`src/rtl/mode_seq_pkg.sv`:
```
// mode_seq_pkg: channel/LED config encodings and the default mode tables
// shared by the mode sequencer and its users.
package mode_seq_pkg;

    typedef enum logic [1:0] {
        CH_LOW   = 2'b00,
        CH_HIGH  = 2'b01,
        CH_TIMED = 2'b10,
        CH_INV   = 2'b11
    } ch_cfg_e;

    typedef enum logic [1:0] {
        LED_OFF  = 2'b00,
        LED_ON   = 2'b01,
        LED_SLOW = 2'b10,
        LED_FAST = 2'b11
    } led_cfg_e;

    localparam int MAX_MODES = 16;
    localparam int MAX_CH    = 16;

    // 4 modes x 4 channels, mode-major, channel 0 in the low bits of each mode
    localparam logic [31:0] CH_CFG_DEF  = 32'h0140_AA44;
    localparam logic [7:0]  LED_CFG_DEF = 8'h36;

    function automatic logic [2*MAX_MODES*MAX_CH-1:0] ch_cfg_default(
        input int modes,
        input int chans
    );
        logic [2*MAX_MODES*MAX_CH-1:0] cfg;
        cfg = '0;
        for (int m = 0; m < 4; m++) begin
            for (int c = 0; c < 4; c++) begin
                if (m < modes && c < chans) begin
                    cfg[2*(m*chans+c) +: 2] = CH_CFG_DEF[2*(m*4+c) +: 2];
                end
            end
        end
        return cfg;
    endfunction

    function automatic logic [2*MAX_MODES-1:0] led_cfg_default(
        input int modes
    );
        logic [2*MAX_MODES-1:0] cfg;
        cfg = '0;
        for (int m = 0; m < 4; m++) begin
            if (m < modes) begin
                cfg[2*m +: 2] = LED_CFG_DEF[2*m +: 2];
            end
        end
        return cfg;
    endfunction

endpackage

```
`src/rtl/mode_sequencer_debounce.sv`:
```
// button_debounce: polls an active-low button on sample_tick and emits
// a one-cycle press pulse for every debounced released->pressed change.
module button_debounce #(
    parameter int DEBOUNCE_SAMPLES = 3
) (
    input  logic clk,
    input  logic rst_n,
    input  logic sample_tick,
    input  logic raw_n,
    output logic press
);

    localparam int CW = $clog2(DEBOUNCE_SAMPLES + 1);

    logic          smp;
    logic          acc_q, acc_d;
    logic          arm_q, arm_d;
    logic          press_q, press_d;
    logic [CW-1:0] cnt_q, cnt_d;

    assign smp = ~raw_n;

    always_comb begin
        acc_d   = acc_q;
        arm_d   = arm_q;
        cnt_d   = cnt_q;
        press_d = 1'b0;
        if (sample_tick) begin
            if (smp == acc_q) begin
                cnt_d = '0;
            end else if (cnt_q == CW'(DEBOUNCE_SAMPLES - 1)) begin
                acc_d   = smp;
                cnt_d   = '0;
                press_d = smp & arm_q;
            end else begin
                cnt_d = cnt_q + 1'b1;
            end
            // a button held through reset must be seen released before it counts
            if (!smp && !acc_d) begin
                arm_d = 1'b1;
            end
        end
    end

    always_ff @(posedge clk) begin
        if (!rst_n) begin
            acc_q   <= 1'b0;
            arm_q   <= 1'b0;
            cnt_q   <= '0;
            press_q <= 1'b0;
        end else begin
            acc_q   <= acc_d;
            arm_q   <= arm_d;
            cnt_q   <= cnt_d;
            press_q <= press_d;
        end
    end

    assign press = press_q;

endmodule

```
`src/rtl/mode_sequencer.sv`:
```
// mode_sequencer: button-stepped mode register with guarded channel outputs
// and a mode LED. Define MODE_DIRECT_SELECT_EN to add mode_load/mode_sel.
module mode_sequencer
    import mode_seq_pkg::*;
#(
    parameter int NUM_MODES        = 4,
    parameter int NUM_CH           = 4,
    parameter int DEBOUNCE_SAMPLES = 3,
    parameter int GUARD_CYCLES     = 2,
    parameter logic [2*NUM_MODES*NUM_CH-1:0] CH_CFG =
        (2*NUM_MODES*NUM_CH)'(ch_cfg_default(NUM_MODES, NUM_CH)),
    parameter logic [2*NUM_MODES-1:0] LED_CFG =
        (2*NUM_MODES)'(led_cfg_default(NUM_MODES)),
    localparam int MODE_W = (NUM_MODES > 2) ? $clog2(NUM_MODES) : 1
) (
    input  logic              clk,
    input  logic              rst_n,
    input  logic              sample_tick,
    input  logic              mode_button_n,
    input  logic              slow_pulse,
    input  logic              fast_pulse,
    input  logic [NUM_CH-1:0] timed_ch,
`ifdef MODE_DIRECT_SELECT_EN
    input  logic              mode_load,
    input  logic [MODE_W-1:0] mode_sel,
`endif
    output logic [MODE_W-1:0] mode,
    output logic              mode_changed,
    output logic              initial_state,
    output logic              led,
    output logic [NUM_CH-1:0] ch_out
);

    localparam int GW = (GUARD_CYCLES > 0) ? $clog2(GUARD_CYCLES + 1) : 1;

    logic              press;
    logic              chg;
    logic [MODE_W-1:0] nxt_mode;
    logic [MODE_W-1:0] mode_q, mode_d;
    logic              init_q, init_d;
    logic              upd_q;
    logic              mchg_q;
    logic [GW-1:0]     guard_q, guard_d;
    logic [NUM_CH-1:0] ch_val, ch_q, ch_d;
    logic              led_val, led_q;

    button_debounce #(
        .DEBOUNCE_SAMPLES(DEBOUNCE_SAMPLES)
    ) u_deb (
        .clk        (clk),
        .rst_n      (rst_n),
        .sample_tick(sample_tick),
        .raw_n      (mode_button_n),
        .press      (press)
    );

    always_comb begin
        chg      = press;
        nxt_mode = (mode_q == MODE_W'(NUM_MODES - 1)) ? '0 : mode_q + 1'b1;
`ifdef MODE_DIRECT_SELECT_EN
        // a valid load wins over a simultaneous press
        if (mode_load && (int'(mode_sel) < NUM_MODES)) begin
            chg      = 1'b1;
            nxt_mode = mode_sel;
        end
`endif
    end

    always_comb begin
        ch_val = '0;
        for (int c = 0; c < NUM_CH; c++) begin
            unique case (ch_cfg_e'(CH_CFG[2*(int'(mode_q)*NUM_CH+c) +: 2]))
                CH_LOW:   ch_val[c] = 1'b0;
                CH_HIGH:  ch_val[c] = 1'b1;
                CH_TIMED: ch_val[c] = timed_ch[c];
                CH_INV:   ch_val[c] = ~timed_ch[c];
            endcase
        end
    end

    always_comb begin
        led_val = 1'b0;
        unique case (led_cfg_e'(LED_CFG[2*int'(mode_q) +: 2]))
            LED_OFF:  led_val = 1'b0;
            LED_ON:   led_val = 1'b1;
            LED_SLOW: led_val = slow_pulse;
            LED_FAST: led_val = fast_pulse;
        endcase
    end

    always_comb begin
        mode_d  = mode_q;
        init_d  = init_q;
        guard_d = guard_q;
        ch_d    = ch_val;
        if (chg) begin
            mode_d = nxt_mode;
            init_d = 1'b0;
        end
        if (chg && GUARD_CYCLES > 0) begin
            guard_d = GW'(GUARD_CYCLES - 1);
            ch_d    = '0;
        end else if (guard_q != '0) begin
            guard_d = guard_q - 1'b1;
            ch_d    = '0;
        end
    end

    always_ff @(posedge clk) begin
        if (!rst_n) begin
            mode_q  <= '0;
            init_q  <= 1'b1;
            upd_q   <= 1'b0;
            mchg_q  <= 1'b0;
            guard_q <= '0;
            ch_q    <= '0;
            led_q   <= 1'b0;
        end else begin
            mode_q  <= mode_d;
            init_q  <= init_d;
            upd_q   <= chg;
            mchg_q  <= upd_q;
            guard_q <= guard_d;
            ch_q    <= ch_d;
            led_q   <= led_val;
        end
    end

    assign mode          = mode_q;
    assign mode_changed  = mchg_q;
    assign initial_state = init_q;
    assign led           = led_q;
    assign ch_out        = ch_q;

endmodule

```
`config.mk`:
```
export PLATFORM = sky130hd
export DESIGN_NAME = mode_sequencer
export DESIGN_NICKNAME = d
export VERILOG_FILES = /design/src/rtl/mode_seq_pkg.sv /design/src/rtl/mode_sequencer_debounce.sv /design/src/rtl/mode_sequencer.sv
export SDC_FILE = /design/constraint.sdc
export NUM_CORES = 1
export LEC_CHECK = 0
export CAP_MARGIN = 40
export CORE_MARGIN = 1.5
export CORE_UTILIZATION = 35
export CTS_BUF_LIST = sky130_fd_sc_hd__clkbuf_2
export DETAILED_ROUTE_END_ITERATION = 10
export HOLD_SLACK_MARGIN = 0.02
export PLACE_DENSITY_LB_ADDON = 0.15
export SETUP_SLACK_MARGIN = 0.4
export SYNTH_ARGS = -nofsm -noshare
export SYNTH_HDL_FRONTEND = slang
export SYNTH_HIERARCHICAL = 1
export SYNTH_SLANG_ARGS = --single-unit
```
`constraint.sdc`:
```
create_clock -name clk -period 2.9 [get_ports clk]
set_input_delay 0.58 -clock clk [delete_from_list [all_inputs] [get_ports clk]]
set_output_delay 0.58 -clock clk [all_outputs]
set_load 0.05 [all_outputs]
```
==> impl_table.tex, run 1 <==
\begin{tabular}{lr}
\hline
Metric & Value \\
\hline
\multicolumn{2}{l}{\textbf{Timing}} \\
\quad Period utilisation layout & 0.775 \\
\quad Final setup margin & 0.653 ns \\
\quad Relative slew slack & 0.665 \\
\quad Fmax & around 0.45 GHz \\
\quad Final number of max-transition violations & 0 \\
\quad RSZ-0062 raised after global routing & false \\
\quad Setup\_tns & 0 ns \\
\quad Worst Max-Slew Pin Slew & $\sim$0.5 ns \\
\quad Setup violation total in the final timing report & 0 \\
\quad Final hold vios & 0 \\
\quad Time the worst path needs with I/O delays and setup & about 2.2 ns \\
\quad Setup clock skew after layout & approximately 0.009 ns \\
\multicolumn{2}{l}{\textbf{Global route}} \\
\quad Global route total overflow & 0 \\
\quad Vias in the first global route & between 400 and 500 \\
\quad Antenna violations before repair & 0 \\
\quad Largest net degree at the start of global routing & 12 \\
\quad Global routing usage summed across all routing layers & 0.114 \\
\quad First-pass GRT wire length & approximately 2100 µm \\
\multicolumn{2}{l}{\textbf{Power}} \\
\quad Largest vdd supply drop & roughly 0.25 mV \\
\quad Pwr per Cell Area & approximately 550 mW/mm² \\
\quad Power Total & roughly 530 µW \\
\quad Leakage & 0.359 nW \\
\multicolumn{2}{l}{\textbf{Worst setup path}} \\
\quad WS Path Type & flop to output pin \\
\quad CP top delay family & buffers and inverters \\
\quad Largest fanout on the critical path & 9 \\
\quad Data required time at the worst endpoint & approximately 2.3 ns \\
\quad Buf/Inv on CP & 1 \\
\quad CP Launch Type & flop \\
\quad Cell chain of the critical path & clkdlybuf4s50\_1 \\
\quad Flop2flop setup slack & 1.60 ns \\
\quad Delay of the slowest cell on the worst path & between 0.8 and 0.9 ns \\
\quad Endpoint arrival time on the critical path & approximately 1.7 ns \\
\quad CP Capture Type & output pin \\
\quad Crit path max-delay cell type & sky130\_fd\_sc\_hd\_\_clkdlybuf4s50\_1 \\
\multicolumn{2}{l}{\textbf{Yosys}} \\
\quad Post-Synthesis Net Count & $\sim$90 \\
\quad Synth warnings & 6 \\
\quad Number of distinct library cells after synthesis & 27 \\
\quad Sequential share of the synthesized area & 0.466 \\
\quad Fraction of synthesis flops using an asynchronous set or reset pin & 0 \\
\quad Number of instances in the synthesized netlist & 72 \\
\quad Number of enable flip-flop cells after synthesis & 0 \\
\quad Mean post-synth cell area & 10.1 µm² \\
\quad Share of Yosys cell area claimed by the top area cell type & 0.466 \\
\quad Count of state elements after synthesis & 17 \\
\quad Mapped cell area & between 700 and 800 µm² \\
\quad Main synth FF type & sky130\_fd\_sc\_hd\_\_dfxtp\_1 \\
\quad Ranking of synthesized cells by area & sky130\_fd\_sc\_hd\_\_dfxtp\_1, sky130\_fd\_sc\_hd\_\_ha\_1, sky130\_fd\_sc\_hd\_\_nand2b\_1 \\
\quad Area leader, netlist & sky130\_fd\_sc\_hd\_\_dfxtp\_1 \\
\multicolumn{2}{l}{\textbf{Placement}} \\
\quad Port Buffer Count & 18 \\
\quad Final Wtd Congestion & roughly 0.65 \\
\quad Worst setup slack before clock tree synthesis & 0.989 ns \\
\quad Half-perimeter wire length after placement & 921 µm \\
\quad Placed insts & between 100 and 150 \\
\multicolumn{2}{l}{\textbf{Final layout}} \\
\quad Commonest non-fill, non-tap cells in the layout & sky130\_fd\_sc\_hd\_\_clkdlybuf4s50\_1, sky130\_fd\_sc\_hd\_\_dfxtp\_1, sky130\_fd\_sc\_hd\_\_ha\_1 \\
\quad Commonest non-fill, non-tap cell in the layout & sky130\_fd\_sc\_hd\_\_clkdlybuf4s50\_1 \\
\quad Non-Filler Instances & approximately 120 \\
\quad Final-stage net count & 111 \\
\quad Antenna diode count & 0 \\
\quad Fraction of final layout cells sized beyond drive strength 1 & 0.0957 \\
\quad Relative area change from synthesis to final layout & 32.0\% \\
\multicolumn{2}{l}{\textbf{Clock network}} \\
\quad Sinks on the clock net & 17 \\
\quad Worst-path clk slew & approximately 0.16 ns \\
\quad Root Driver & sky130\_fd\_sc\_hd\_\_clkbuf\_2 \\
\quad Buffer count from post-CTS setup fixing & 0 \\
\quad Total number of H-tree levels & 1 \\
\quad Count of hold buffers inserted by post-cts repair & 0 \\
\quad Post-cts repair resize count & 0 \\
\quad Max Buffers Root-to-Sink & 2 \\
\quad Total clock buffers created by CTS & 3 \\
\quad Clock tree from TritonCTS & done \\
\quad Worst-skew pair later-pin latency & about 0.3 ns \\
\multicolumn{2}{l}{\textbf{Drt}} \\
\quad Detailed-routing iteration count for the pre-antenna-repair pass & 3 \\
\quad Post-route ant nets & 0 \\
\quad Drt via density & between 4 and 5 \\
\quad Count of vias placed by the detailed router & 550 \\
\quad Routed WL & 1230 µm \\
\quad Drt wl/cell & between 10 and 15 µm \\
\quad Iter 0 DRT Violations & 3 \\
\quad Number of DRC violations after detailed routing & 0 \\
\multicolumn{2}{l}{\textbf{Floorplan}} \\
\quad Boundary pin count & 19 \\
\quad Die area & about 0.0024 mm² \\
\quad Width of the chip & a little under 50 µm \\
\quad Die span in y & 48.7 µm \\
\quad Number of rows in the core area & 16 \\
\quad Starting density of the core & 0.372 \\
\quad Core footprint & 0.00196 mm² \\
\multicolumn{2}{l}{\textbf{Run}} \\
\quad Max Cap Violations & 0 \\
\multicolumn{2}{l}{\textbf{Run status}} \\
\quad Status & completed \\
\multicolumn{2}{l}{\textbf{Min path}} \\
\quad Worst min path class & flop to flop \\
\hline
\end{tabular}
==> synth_stat cells (all sizes together), types with 2 or more instances <==
cell,n
ha,6
o21a,2
inv,6
a21bo,2
xnor2,2
a21boi,2
and2,2
nand3,5
nand3b,2
o21ai,2
nor2,3
nand2b,5
dfxtp,17
a21oi,5
nand2,2
==> metal layers <==
metal	vias to the layer above	global-route usage	routed length (µm)
met4	0	0.0857	32
met5	-	0	0
met3	4	0.0370	72
met2	15	0.169	533
li1	294	-	-
met1	237	0.137	593
==> layout make-up <==
type	count	area, µm²
Multi-Input combinational cell	49	368
Tap cell	27	33.8
Timing Repair Buffer	18	180
Sequential cell	17	340
Inverter	6	22.5
Fill cell	200	997
Clock buffer	4	20.0
==> stage by stage <==
stage / util / hold WS [ns] / cell area (µm²)
after detailed placement: 0.482 / 0.424 / 945
after global routing: 0.492 / 0.471 / 965
after CTS: 0.492 / 0.459 / 965
after global placement: 0.482 / 0.430 / 945
final: 0.492 / 0.454 / 965
after floorplan: - / 0.412 / 731
==> logic make-up (layout without fill, tap and decap cells) <==
| kind of cell | count (synthesis) | in the layout | synth area share |
|---|---|---|---|
| multiplexers | 1 | 1 | 0.0137 |
| flip-flops | 17 | 17 | 0.466 |
| adder cells (fa/ha/maj) | 6 | 6 | 0.103 |
| AO/OA/AOI/OAI | 17 | 17 | 0.170 |
| XOR/XNOR | 2 | 2 | 0.0240 |
| buffers and inverters | 6 | 28 | 0.0308 |
| AND/OR/NAND/NOR | 23 | 23 | 0.193 |
==> where the power goes <==
group          total [mW]  switching, mW  internal (mW)
combinational       0.150         0.0843         0.0653
clock               0.110         0.0730         0.0366
sequential          0.267        0.00861          0.258
==> registers in the layout, summed over array words and instances (netlist names) <==
name	cells
u_deb/acc_q	1
initial_state	1
mode	2
led	1
upd_q	1
u_deb/press	1
mode_changed	1
u_deb/cnt_q	2
ch_out	4
u_deb/arm_q	1
guard_q	2
==> worst paths after layout <==
check,to,from,cells past startpoint
setup / recovery,mode[0],mode[0],1
setup reg to reg,led,mode[0],4
hold reg to reg,mode_changed,upd_q,1
hold / removal,mode_changed,upd_q,1
Note: power is estimated with default switching activity, not from simulation.
==> run 2: changes to the inputs <==
==> constraint.sdc (replaced) <==
create_clock -name clk -period 2.2 [get_ports clk]
set_input_delay 0.44 -clock clk [delete_from_list [all_inputs] [get_ports clk]]
set_output_delay 0.44 -clock clk [all_outputs]
set_load 0.05 [all_outputs]
==> impl_table.tex, run 2 (synthesis gave the netlist of run 1 again) <==
\begin{tabular}{lr}
\hline
Metric & Value \\
\hline
\multicolumn{2}{l}{\textbf{Timing}} \\
\quad Setup clock skew after layout & 0.0109 ns \\
\quad Time the worst path needs with I/O delays and setup & 1.71 ns \\
\quad Final hold vios & 0 \\
\quad Relative slew slack & 0.671 \\
\quad Setup violation total in the final timing report & 0 \\
\quad Setup\_tns & 0 ns \\
\quad Final setup margin & $\sim$0.5 ns \\
\quad RSZ-0062 raised after global routing & false \\
\quad Fmax & approximately 0.6 GHz \\
\quad Final number of max-transition violations & 0 \\
\quad Worst Max-Slew Pin Slew & 0.495 ns \\
\quad Period utilisation layout & 0.777 \\
\multicolumn{2}{l}{\textbf{Min path}} \\
\quad WHS Endpoint & mode\_changed \\
\quad Hold path cells & 1 \\
\quad Worst min path class & flop to flop \\
\quad Launch point of the worst hold path & upd\_q \\
\multicolumn{2}{l}{\textbf{Run}} \\
\quad Max Cap Violations & 0 \\
\multicolumn{2}{l}{\textbf{Worst setup path}} \\
\quad Delay of the slowest cell on the worst path & roughly 0.55 ns \\
\quad Cell chain of the critical path & dlygate4sd2\_1 \\
\quad Flop2flop setup slack & between 0.8 and 0.9 ns \\
\quad Buf/Inv on CP & 1 \\
\quad Worst R2R Start & mode[0] \\
\quad R2R Path End & led \\
\quad CP Capture Type & output pin \\
\quad CP Launch Type & flop \\
\quad Crit path max-delay cell type & sky130\_fd\_sc\_hd\_\_dlygate4sd2\_1 \\
\quad WS Path Type & flop to output pin \\
\quad Depth of the most critical reg-to-reg path & 4 \\
\quad Endpoint arrival time on the critical path & roughly 1.3 ns \\
\quad Data required time at the worst endpoint & 1.76 ns \\
\quad CP top delay family & buffers and inverters \\
\quad Largest fanout on the critical path & 6 \\
\multicolumn{2}{l}{\textbf{Drt}} \\
\quad Drt wl/cell & 9.94 µm \\
\quad Iter 0 DRT Violations & 4 \\
\quad Count of vias placed by the detailed router & 551 \\
\quad Number of DRC violations after detailed routing & 0 \\
\quad Drt via density & 4.55 \\
\quad Post-route ant nets & 0 \\
\quad Routed WL & $\sim$1200 µm \\
\quad Detailed-routing iteration count for the pre-antenna-repair pass & 4 \\
\multicolumn{2}{l}{\textbf{Power}} \\
\quad Largest vdd supply drop & around 0.37 mV \\
\quad Power Total & approximately 670 µW \\
\quad Pwr per Cell Area & between 700 and 800 mW/mm² \\
\quad Leakage & $\sim$0.39 nW \\
\multicolumn{2}{l}{\textbf{Clock network}} \\
\quad Worst-path clk slew & $\sim$0.15 ns \\
\quad Total clock buffers created by CTS & 3 \\
\quad Count of hold buffers inserted by post-cts repair & 0 \\
\quad Total number of H-tree levels & 1 \\
\quad Clock tree from TritonCTS & done \\
\quad Sinks on the clock net & 17 \\
\quad Root Driver & sky130\_fd\_sc\_hd\_\_clkbuf\_2 \\
\quad Worst-skew pair later-pin latency & about 0.28 ns \\
\quad Max Buffers Root-to-Sink & 2 \\
\multicolumn{2}{l}{\textbf{Placement}} \\
\quad Port Buffer Count & 18 \\
\quad Final Wtd Congestion & about 0.65 \\
\quad Half-perimeter wire length after placement & a little over 900 µm \\
\quad DP Area & 945 µm² \\
\quad Worst setup slack before clock tree synthesis & around 0.44 ns \\
\multicolumn{2}{l}{\textbf{Final layout}} \\
\quad Commonest non-fill, non-tap cell in the layout & sky130\_fd\_sc\_hd\_\_dfxtp\_1 \\
\quad Commonest non-fill, non-tap cells in the layout & sky130\_fd\_sc\_hd\_\_dfxtp\_1, sky130\_fd\_sc\_hd\_\_clkdlybuf4s50\_1, sky130\_fd\_sc\_hd\_\_dlygate4sd2\_1 \\
\quad Utilization of the core after routing & 0.484 \\
\quad Relative area change from synthesis to final layout & 30.0\% \\
\quad Fraction of final layout cells sized beyond drive strength 1 & 0.106 \\
\quad Final-stage net count & between 100 and 150 \\
\quad Largest register FFs & 4 \\
\quad Finished layout cell area & approximately 950 µm² \\
\quad Antenna diode count & 0 \\
\multicolumn{2}{l}{\textbf{Floorplan}} \\
\quad Core footprint & 0.00196 mm² \\
\quad Number of rows in the core area & 16 \\
\quad Boundary pin count & 19 \\
\quad Die span in y & 48.7 µm \\
\quad Width of the chip & between 40 and 50 µm \\
\quad Die area & 0.00237 mm² \\
\quad Starting density of the core & 0.372 \\
\multicolumn{2}{l}{\textbf{Global route}} \\
\quad Global routing usage summed across all routing layers & 0.108 \\
\quad Largest net degree at the start of global routing & 12 \\
\quad Vias in the first global route & between 400 and 500 \\
\quad Global route total overflow & 0 \\
\quad Antenna violations before repair & 0 \\
\quad First-pass GRT wire length & just over 2000 µm \\
\multicolumn{2}{l}{\textbf{Run status}} \\
\quad Status & completed \\
\hline
\end{tabular}
[run 2: per-layer routing]
metal / part of all wire / vias to the layer above / global-route usage
li1: - / 293 / -
met1: 0.50 / 241 / 0.131
met2: 0.43 / 15 / 0.171
met3: 0.053 / 2 / 0.0340
met4: 0.012 / 0 / 0.0571
met5: 0 / - / 0
[run 2: power breakdown]
group	internal [mW]	leakage, nW	switching, mW	total (mW)
Sequential	0.340	0.139	0.0111	0.351
Combinational	0.0755	0.231	0.111	0.186
Clock	0.0482	0.0166	0.0882	0.136
Total	0.464	0.386	0.210	0.674
[run 2: area by class of cell]
type                       count  area [µm²]
multi-input combinational     49         368
inverter                       6        22.5
timing repair buffer          18         165
sequential                    17         340
fill                         217        1010
tap                           27        33.8
clock buffer                   4        20.0
[run 2: through the flow]
step | std cells | hold WS [ns]
after floorplan | 72 | 0.412
after global placement | 117 | 0.430
after detailed placement | 117 | 0.418
after CTS | 121 | 0.454
after global routing | 121 | 0.487
final | 121 | 0.449
[run 2: worst max-delay path by stage]
stage / start / to / cells past startpoint
after CTS: mode[0] / mode[0] / 1
after floorplan: mode[0] / led / 4
after detailed placement: mode[0] / mode[0] / 1
final: mode[1] / mode[1] / 1
after global routing: mode[1] / mode[1] / 1
after global placement: mode[0] / mode[0] / 1
[run 2: repair_timing]
action                                  CTS  global route
resized for setup                         9             2
setup buffers                             0             0
endpoints found under the setup margin    9             1
==> run 3: changes to the inputs <==
==> constraint.sdc (replaced) <==
create_clock -name clk -period 1.4 [get_ports clk]
set_input_delay 0.28 -clock clk [delete_from_list [all_inputs] [get_ports clk]]
set_output_delay 0.28 -clock clk [all_outputs]
set_load 0.05 [all_outputs]
==> impl_table.tex, run 3 (synthesis gave the netlist of run 1 again) <==
\begin{tabular}{lr}
\hline
Metric & Value \\
\hline
\multicolumn{2}{l}{\textbf{Run status}} \\
\quad Status & completed \\
\multicolumn{2}{l}{\textbf{Floorplan}} \\
\quad Die area & 0.00237 mm² \\
\quad Width of the chip & between 40 and 50 µm \\
\quad Core footprint & 0.00196 mm² \\
\quad Starting density of the core & 0.372 \\
\quad Die span in y & approximately 49 µm \\
\quad Number of rows in the core area & 16 \\
\quad Boundary pin count & 19 \\
\multicolumn{2}{l}{\textbf{Global route}} \\
\quad Antenna violations before repair & 0 \\
\quad Vias in the first global route & just under 600 \\
\quad Global route total overflow & 0 \\
\quad Global routing usage summed across all routing layers & 0.144 \\
\quad First-pass GRT wire length & 2610 µm \\
\quad Largest net degree at the start of global routing & 10 \\
\multicolumn{2}{l}{\textbf{Timing}} \\
\quad Setup\_tns & 0 ns \\
\quad RSZ-0062 raised after global routing & true \\
\quad Period utilisation layout & 0.831 \\
\quad Final number of max-transition violations & 0 \\
\quad Setup clock skew after layout & 0.00687 ns \\
\quad Minimum hold slack & roughly 0.42 ns \\
\quad Time the worst path needs with I/O delays and setup & approximately 1.2 ns \\
\quad Setup violation total in the final timing report & 0 \\
\quad Worst Max-Slew Pin Slew & roughly 0.25 ns \\
\quad Final hold vios & 0 \\
\quad Relative slew slack & 0.836 \\
\quad Fmax & 0.859 GHz \\
\multicolumn{2}{l}{\textbf{Worst setup path}} \\
\quad CP top delay family & flip-flops \\
\quad Depth of the most critical reg-to-reg path & 5 \\
\quad WS Path Type & flop to output pin \\
\quad CP Launch Type & flop \\
\quad Cell chain of the critical path & buf\_12 \\
\quad Delay of the slowest cell on the worst path & 0.44 ns \\
\quad Largest fanout on the critical path & 6 \\
\quad Buf/Inv on CP & 1 \\
\quad Crit path max-delay cell type & sky130\_fd\_sc\_hd\_\_dfxtp\_4 \\
\quad Endpoint arrival time on the critical path & a little under 0.9 ns \\
\quad Data required time at the worst endpoint & around 1.1 ns \\
\quad Crit path depth & 1 \\
\quad CP Capture Type & output pin \\
\multicolumn{2}{l}{\textbf{Placement}} \\
\quad DP Area & roughly 0.0011 mm² \\
\quad Final Wtd Congestion & around 0.79 \\
\quad Half-perimeter wire length after placement & 1040 µm \\
\quad Port Buffer Count & 18 \\
\multicolumn{2}{l}{\textbf{Drt}} \\
\quad Detailed-routing iteration count for the pre-antenna-repair pass & 4 \\
\quad Number of DRC violations after detailed routing & 0 \\
\quad Routed WL & roughly 1500 µm \\
\quad Drt wl/cell & 11.7 µm \\
\quad Drt via density & around 4.7 \\
\quad Post-route ant nets & 0 \\
\quad Iter 0 DRT Violations & 12 \\
\quad Count of vias placed by the detailed router & between 600 and 700 \\
\multicolumn{2}{l}{\textbf{Min path}} \\
\quad Hold path cells & 2 \\
\quad Worst min path class & input port to flop \\
\multicolumn{2}{l}{\textbf{Clock network}} \\
\quad Worst-path clk slew & approximately 0.16 ns \\
\quad Total clock buffers created by CTS & 3 \\
\quad Root Driver & sky130\_fd\_sc\_hd\_\_clkbuf\_2 \\
\quad Count of hold buffers inserted by post-cts repair & 0 \\
\quad Total number of H-tree levels & 1 \\
\quad Worst-skew pair later-pin latency & $\sim$0.29 ns \\
\quad Sinks on the clock net & 17 \\
\quad Clock tree from TritonCTS & done \\
\quad Max Buffers Root-to-Sink & 2 \\
\multicolumn{2}{l}{\textbf{Final layout}} \\
\quad Fraction of final layout cells sized beyond drive strength 1 & 0.538 \\
\quad Largest register FFs & 4 \\
\quad Antenna diode count & 0 \\
\quad Final-stage net count & between 100 and 150 \\
\quad Finished layout cell area & about 0.0013 mm² \\
\quad Relative area change from synthesis to final layout & 73.6\% \\
\quad Commonest non-fill, non-tap cells in the layout & sky130\_fd\_sc\_hd\_\_dfxtp\_2, sky130\_fd\_sc\_hd\_\_buf\_12, sky130\_fd\_sc\_hd\_\_clkdlybuf4s50\_1, sky130\_fd\_sc\_hd\_\_buf\_4, sky130\_fd\_sc\_hd\_\_dfxtp\_1 \\
\multicolumn{2}{l}{\textbf{Run}} \\
\quad Max Cap Violations & 0 \\
\multicolumn{2}{l}{\textbf{Power}} \\
\quad Largest vdd supply drop & approximately 0.80 mV \\
\quad Pwr per Cell Area & roughly 1000 mW/mm² \\
\quad Leakage & around 0.47 nW \\
\hline
\end{tabular}
run 3: changes by cell type in the layout (fill, tap and decap cells not counted), sizes merged:
cell / before / now
clkdlybuf4s50: 9 / 8
buf: 0 / 19
dlygate4sd2: 8 / 1
clkbuf: 5 / 4
run 3: path summary, 6_finish.rpt:
check	startpoint	to	slack, ns
worst max-delay path	mode[1]	mode[1]	0.24
worst min-delay path	rst_n	initial_state	0.42
worst max register to register	mode[0]	led	0.25
worst min register to register	upd_q	mode_changed	0.46
run 3: report_power, final:
part,leakage (nW),switching [mW],internal [mW]
combinational,0.316,0.238,0.284
clock,0.0166,0.150,0.0757
sequential,0.143,0.0350,0.541
total,0.475,0.423,0.901
run 3: routing by layer:
metal  share of wire  GRT usage  vias up
li1                -          -      318
met1            0.46      0.185      284
met2            0.51      0.224       11
met3           0.037     0.0370        0
met4               0     0.0714        0
met5               0          0        -
run 3: area by class of cell:
cell class	instances	area [µm²]
sequential	17	359
timing repair buffer	28	352
inverter	6	27.5
multi-input combinational	49	477
fill	165	693
tap	27	33.8
clock buffer	4	20.0
run 3: timing repair:
action / 4_1_cts / 5_1_grt
gates cloned: 0 / 0
setup buffers: 6 / 0
setup endpoints to repair: 18 / 18
gates resized for setup: 20 / 3
pin swaps: 7 / 4
run 3: metrics by stage:
step	power, mW	utilization	cells	setup slack [ns]
after floorplan	0.773	-	72	0.279
after global placement	0.939	0.573	121	0.0253
after detailed placement	0.946	0.573	121	-0.0315
after CTS	1.33	0.641	131	0.205
after global routing	1.39	0.647	131	0.167
final	1.32	0.647	131	0.236
